`src/rtl/mmu_ptw.sv`:
```
// mmu_ptw -- Sv32 hardware page-table walker.
//
// Walks the two-level Sv32 table on a TLB miss (or A/D update request),
// then either writes the resulting translation into the TLB or reports a
// page fault. One walk at a time; new requests are only accepted in IDLE.
//
// Optional feature macro: MMU_PTW_AD_UPDATE_EN
//   defined   : a leaf needing an Accessed/Dirty update is written back to
//               memory (WRAD state) and the updated PTE is filled.
//   undefined : such a leaf raises a page fault instead; no memory write.
//
// Ports
//   clk, rst_n                 clock, synchronous active-low reset
//   req_i, vir_addr_i, we_i    walk request, faulting VA, store access
//   req_upd_i, req_index_i     request comes from tlb_update + its hit index
//   root_ppn_i                 root page-table PPN
//   busy_o, done_o, fault_o    walk status; done_o is a 1-cycle pulse
//   mem_*                      single-beat memory master (req held to ack)
//   tlb_*                      TLB write port, pulsed with done_o on success
module mmu_ptw (
  input  logic        clk,
  input  logic        rst_n,
  input  logic        req_i,
  input  logic [31:0] vir_addr_i,
  input  logic        we_i,
  input  logic        req_upd_i,
  input  logic [3:0]  req_index_i,
  input  logic [21:0] root_ppn_i,
  output logic        busy_o,
  output logic        done_o,
  output logic        fault_o,
  output logic        mem_req_o,
  output logic        mem_we_o,
  output logic [33:0] mem_addr_o,
  output logic [31:0] mem_wdata_o,
  input  logic [31:0] mem_rdata_i,
  input  logic        mem_ack_i,
  output logic        tlb_we_o,
  output logic [3:0]  tlb_index_o,
  output logic [31:0] tlb_vpn_o,
  output logic [31:0] tlb_mask_o,
  output logic [31:0] tlb_pte_o
);

  localparam logic [31:0] MASK_MEGA = 32'hFFC0_0000;
  localparam logic [31:0] MASK_4K   = 32'hFFFF_F000;

  typedef enum logic [2:0] {IDLE, RD1, RD2, WRAD, RESP} state_t;

  state_t      state;
  logic [31:0] va_q;
  logic        we_q;
  logic        upd_q;
  logic [3:0]  idx_q;
  logic [3:0]  rr_q;
`ifdef MMU_PTW_AD_UPDATE_EN
  logic [31:0] pte_q;   // PTE with A/D set, filled after the write-back
  logic [31:0] mask_q;
  logic [31:0] ad_pte;
`endif

  // Decode of the PTE returned on this cycle's ack.
  logic        invalid, is_ptr, leaf_ok, descend, need_ad, go_wrad, resp_fault;
  logic [31:0] walk_mask, resp_mask, resp_pte;
  logic [33:0] l1_addr, l2_addr;

  assign l1_addr = {root_ppn_i, 12'h000} + {22'h0, vir_addr_i[31:22], 2'b00};
  assign l2_addr = {mem_rdata_i[31:10], 12'h000} + {22'h0, va_q[21:12], 2'b00};

  always_comb begin
    invalid   = !mem_rdata_i[0] || (!mem_rdata_i[1] && mem_rdata_i[2]);
    is_ptr    = !mem_rdata_i[1] && !mem_rdata_i[3];
    need_ad   = !mem_rdata_i[6] || (we_q && !mem_rdata_i[7]);
    walk_mask = (state == RD1) ? MASK_MEGA : MASK_4K;
    // A first-level leaf must be megapage aligned (PPN0 == 0); a
    // second-level pointer is always a fault.
    leaf_ok   = !invalid && !is_ptr &&
                ((state != RD1) || (mem_rdata_i[19:10] == 10'h0));
    descend   = (state == RD1) && !invalid && is_ptr;
`ifdef MMU_PTW_AD_UPDATE_EN
    ad_pte     = mem_rdata_i | 32'h40 | (we_q ? 32'h80 : 32'h0);
    go_wrad    = (state != WRAD) && leaf_ok && need_ad;
    resp_fault = (state == WRAD) ? 1'b0 : !leaf_ok;
    resp_pte   = (state == WRAD) ? pte_q : mem_rdata_i;
    resp_mask  = (state == WRAD) ? mask_q : walk_mask;
`else
    go_wrad    = 1'b0;
    resp_fault = !leaf_ok || need_ad;
    resp_pte   = mem_rdata_i;
    resp_mask  = walk_mask;
`endif
  end

  always_ff @(posedge clk) begin
    if (!rst_n) begin
      state       <= IDLE;
      va_q        <= '0;
      we_q        <= 1'b0;
      upd_q       <= 1'b0;
      idx_q       <= '0;
      rr_q        <= '0;
      busy_o      <= 1'b0;
      done_o      <= 1'b0;
      fault_o     <= 1'b0;
      mem_req_o   <= 1'b0;
      mem_we_o    <= 1'b0;
      mem_addr_o  <= '0;
      mem_wdata_o <= '0;
      tlb_we_o    <= 1'b0;
      tlb_index_o <= '0;
      tlb_vpn_o   <= '0;
      tlb_mask_o  <= '0;
      tlb_pte_o   <= '0;
`ifdef MMU_PTW_AD_UPDATE_EN
      pte_q       <= '0;
      mask_q      <= '0;
`endif
    end else begin
      // Pulse outputs default low.
      done_o      <= 1'b0;
      fault_o     <= 1'b0;
      tlb_we_o    <= 1'b0;
      tlb_index_o <= '0;
      tlb_vpn_o   <= '0;
      tlb_mask_o  <= '0;
      tlb_pte_o   <= '0;
      case (state)
        IDLE: if (req_i) begin
          state      <= RD1;
          busy_o     <= 1'b1;
          va_q       <= vir_addr_i;
          we_q       <= we_i;
          upd_q      <= req_upd_i;
          idx_q      <= req_index_i;
          mem_req_o  <= 1'b1;
          mem_we_o   <= 1'b0;
          mem_addr_o <= l1_addr;
        end
        RD1, RD2, WRAD: if (mem_ack_i) begin
          if (descend) begin
            state      <= RD2;
            mem_addr_o <= l2_addr;
          end else if (go_wrad) begin
`ifdef MMU_PTW_AD_UPDATE_EN
            // Write back to the same PTE address, which mem_addr_o holds.
            state       <= WRAD;
            mem_we_o    <= 1'b1;
            mem_wdata_o <= ad_pte;
            pte_q       <= ad_pte;
            mask_q      <= walk_mask;
`endif
          end else begin
            state       <= RESP;
            mem_req_o   <= 1'b0;
            mem_we_o    <= 1'b0;
            mem_addr_o  <= '0;
            mem_wdata_o <= '0;
            done_o      <= 1'b1;
            fault_o     <= resp_fault;
            if (!resp_fault) begin
              tlb_we_o    <= 1'b1;
              tlb_index_o <= upd_q ? idx_q : rr_q;
              tlb_vpn_o   <= va_q & resp_mask;
              tlb_mask_o  <= resp_mask;
              tlb_pte_o   <= resp_pte;
            end
          end
        end
        RESP: begin
          state  <= IDLE;
          busy_o <= 1'b0;
          if (tlb_we_o && !upd_q) rr_q <= rr_q + 4'd1;
        end
        default: state <= IDLE;
      endcase
    end
  end

endmodule
```
`config.mk`:
```
export PLATFORM = sky130hd
export DESIGN_NAME = mmu_ptw
export DESIGN_NICKNAME = d
export VERILOG_FILES = /design/src/rtl/mmu_ptw.sv
export SDC_FILE = /design/constraint.sdc
export NUM_CORES = 1
export LEC_CHECK = 0
export CORE_UTILIZATION = 44
export DETAILED_ROUTE_END_ITERATION = 10
export PLACE_DENSITY_LB_ADDON = 0.08
export SLEW_MARGIN = 30
export SYNTH_ARGS = -nofsm -noshare
export SYNTH_HDL_FRONTEND = slang
export SYNTH_SLANG_ARGS = --single-unit
```
`constraint.sdc`:
```
create_clock -name clk -period 3.8 [get_ports clk]
set_input_delay 1.14 -clock clk [delete_from_list [all_inputs] [get_ports clk]]
set_output_delay 1.14 -clock clk [all_outputs]
set_load 0.1 [all_outputs]
```
==> flow_summary.json <==
{
  "initial_core_utilization_pct": 45.4,
  "antenna_cells_inserted": 0,
  "post_cts.repair.setup_buffers": 0,
  "num_rows": 40,
  "fin_setup_tns_ps": 0,
  "floorplan.io_pins": 268,
  "end_kind": "output port",
  "drt-wirelength-per-cell_um": 17.8,
  "grt_start_max_net_pins": 60,
  "arrival_ps": 1860,
  "drv_slew": 0,
  "grt_antenna_before_repair": 0,
  "hold_path_class": "register to register",
  "crit_start_category": "register",
  "wirelength_um": 16000,
  "crit_buf_inv": 1,
  "detail-route-antenna-nets": 0,
  "cp_max_fo": 1,
  "ys_ff_latch": 128,
  "worst_tran_pin_value_ps": 987,
  "period_needed_ps": 3000,
  "internal_power_w": 0.00274,
  "areaGrowthSynthToFinish_pct": 39.0,
  "dp_hpwl_um": 10700,
  "required_ps": 2660,
  "first_iter_violations": 390,
  "crit_share_post_route_pct": 79.0,
  "die_area_um2": 12900,
  "numClockSinks": 128,
  "ctsRootBufferMaster": "clkbuf_16",
  "cpPeakStageDelay_ps": 1140,
  "grt_pass1_wl_um": 24200,
  "chipHeight_um": 114,
  "hold_violations": 0,
  "route.detailed.drc": 0,
  "number_of_enable_flip_flop_cells_after_synthesis": 0,
  "finalNetCount": 815,
  "h_tree_depth": 4,
  "finalSetupViolations": 0,
  "place.gp.congestion": 0.835,
  "numPortBuffers": 196,
  "fp.dieW_um": 114,
  "path_class": "register to output port",
  "clk-insertion-delay-late_ps": 410,
  "switching_share_pct": 34.4,
  "fmaxAchievable_mhz": 333,
  "max_cap_viol_count": 0,
  "crit_chain": "clkdlybuf4s50_1",
  "vias_post_dr": 4874,
  "final_area_um2": 7610,
  "grt_setup_unrepaired": "false",
  "cts_hold_repair_buffers": 0,
  "groute.usage.overall_pct": 24.3,
  "via_density_per_instance": 5.43,
  "postSynthAreaPerCell_um2": 9.65,
  "detail_route.first_pass.iterations": 5,
  "yosysWarnings": 0,
  "post_synth_num_cell_types": 42,
  "design.core.area_um2": 12100,
  "synth-async-reset-ratio_pct": 0,
  "static-leakage-power_nw": 2.90,
  "cts.repair.resized": 0,
  "cts_buffer_depth": 2,
  "power_dissipated_by_switching_net_loads_w": 0.00144,
  "dominantRegCellSynth": "dfxtp_1",
  "irDropWorstVdd_mv": 0.392,
  "grt_pass1_vias": 4421,
  "timing.max_slew.rel_slack_pct": 34.0,
  "numCtsBuffers": 17,
  "critPathTopFamily": "buffers and inverters",
  "final_layout_size_suffix_gt1_share_pct": 22.3,
  "power.clock.fraction_pct": 41.1,
  "fin_worst_skew_ps": 7.60,
  "place_area_um2": 6980,
  "clkSlewWorstSetupHoldPaths_ps": 60,
  "cell_type_of_the_slowest_stage_on_the_worst_timing_path": "clkdlybuf4s50_1",
  "synth_area_um2": 5470,
  "seq_area_frac_synth_pct": 46.8,
  "grt_residual_overflow": 0,
  "seq_power_share_pct": 34.6,
  "power_density_nw_per_um2": 549,
  "clock_tree_from_tritoncts": "done",
  "portion_of_total_power_attributed_to_combinational_logic_pct": 24.4,
  "syn_inst": 567,
  "final.fill_count": 1024,
  "run_status": "finished, final reports clean"
}
==> cell families after synthesis <==
kind of cell | Yosys count | share of synthesized area [%]
other | 1 | 0.0685
buffers and inverters | 141 | 15.6
adders and majority gates | 1 | 0.229
AOI/OAI and AO/OA | 155 | 19.9
and+or+nand+nor | 137 | 16.7
DFF | 128 | 46.8
muxes | 4 | 0.732
==> Yosys cell counts (2+ instances only) <==
master	n	area, µm²
dfxtp_1	128	2560
buf_4	77	578
a211oi_1	64	480
nand2_1	54	203
clkbuf_1	40	150
nor4b_1	39	342
a21oi_1	35	175
a32oi_1	32	280
buf_2	16	80.1
o21ai_0	14	70.1
nor4_2	10	125
nor4_1	7	43.8
nor3_1	5	25.0
mux2i_1	4	40.0
nand2b_1	3	18.8
nor2_1	3	11.3
or3_1	3	18.8
a2111oi_0	2	17.5
buf_1	2	7.51
buf_6	2	22.5
inv_1	2	7.51
inv_2	2	7.51
o31ai_1	2	15.0
or3b_1	2	17.5
or4_1	2	15.0
==> area by class of cell <==
cell class / instances / area (µm²) / share of cell area, %
Sequential cell: 128 / 2560 / 33.7
Clock buffer: 18 / 439 / 5.77
Timing Repair Buffer: 211 / 1860 / 24.5
Tap cell: 168 / 210 / 2.76
Multi-Input combinational cell: 356 / 2330 / 30.7
Clock inverter: 13 / 188 / 2.47
Inverter: 4 / 15.0 / 0.197
==> routing by layer <==
metal  part of all wire [%]  routed length, µm  track usage, %
met1                     44               6990            32.2
met3                    8.2               1320            5.74
met2                     46               7420            38.5
met5                      0                  0               0
met4                    1.6                249            8.77
==> cells in the final DEF, fill, tap and decap left out, types with 5 or more instances in the layout <==
cell type / netlist / layout
nor3_1: 5 / 5
o21ai_0: 14 / 14
dfxtp_1: 128 / 128
nor4_1: 7 / 7
clkbuf_16: 0 / 17
buf_4: 77 / 108
nor4_2: 10 / 10
a211oi_1: 64 / 64
clkdlybuf4s50_1: 0 / 101
a32oi_1: 32 / 32
nand2_1: 54 / 54
nor4b_1: 39 / 39
clkinv_4: 0 / 5
a21oi_1: 35 / 35
conb_1: 1 / 59
==> state kept, by name (all words and copies together), names as in the netlist <==
name         cells
tlb_we_o         1
state            3
tlb_mask_o       2
we_q             1
done_o           1
busy_o           1
tlb_vpn_o       20
rr_q             4
va_q            20
upd_q            1
tlb_pte_o       32
mem_req_o        1
idx_q            4
mem_addr_o      32
fault_o          1
tlb_index_o      4
==> path summary, 6_finish.rpt <==
check / cells past startpoint / slack, ps / startpoint / endpoint
worst max-delay path: 1 / 800 / tlb_pte_o[10] / tlb_pte_o[10]
worst min-delay path: 2 / 460 / va_q[27] / va_q[27]
worst max register to register: 4 / 1500 / state[0] / tlb_vpn_o[29]
worst min register to register: 2 / 460 / va_q[27] / va_q[27]
==> power groups by stage <==
stage          registers (W)  logic (W)  clock network [W]
3_5_place_dp         0.00147    0.00101                  0
2_1_floorplan        0.00175   0.000531                  0
3_3_place_gp         0.00147    0.00100                  0
5_1_grt              0.00145    0.00105            0.00180
4_1_cts              0.00144    0.00101            0.00173
6_report             0.00144    0.00102            0.00172
==> through the flow <==
step	hold slack (ps)	total power [W]	utilization (%)	worst slack [ps]	std cells
CTS	454	0.00419	63.0	785	898
floorplan	432	0.00228	-	1160	625
finish	456	0.00418	63.1	798	898
global route	471	0.00430	63.1	778	898
detailed placement	446	0.00248	57.8	519	867
global placement	440	0.00247	57.8	605	867
No activity file was read; power rests on OpenSTA's default activity.
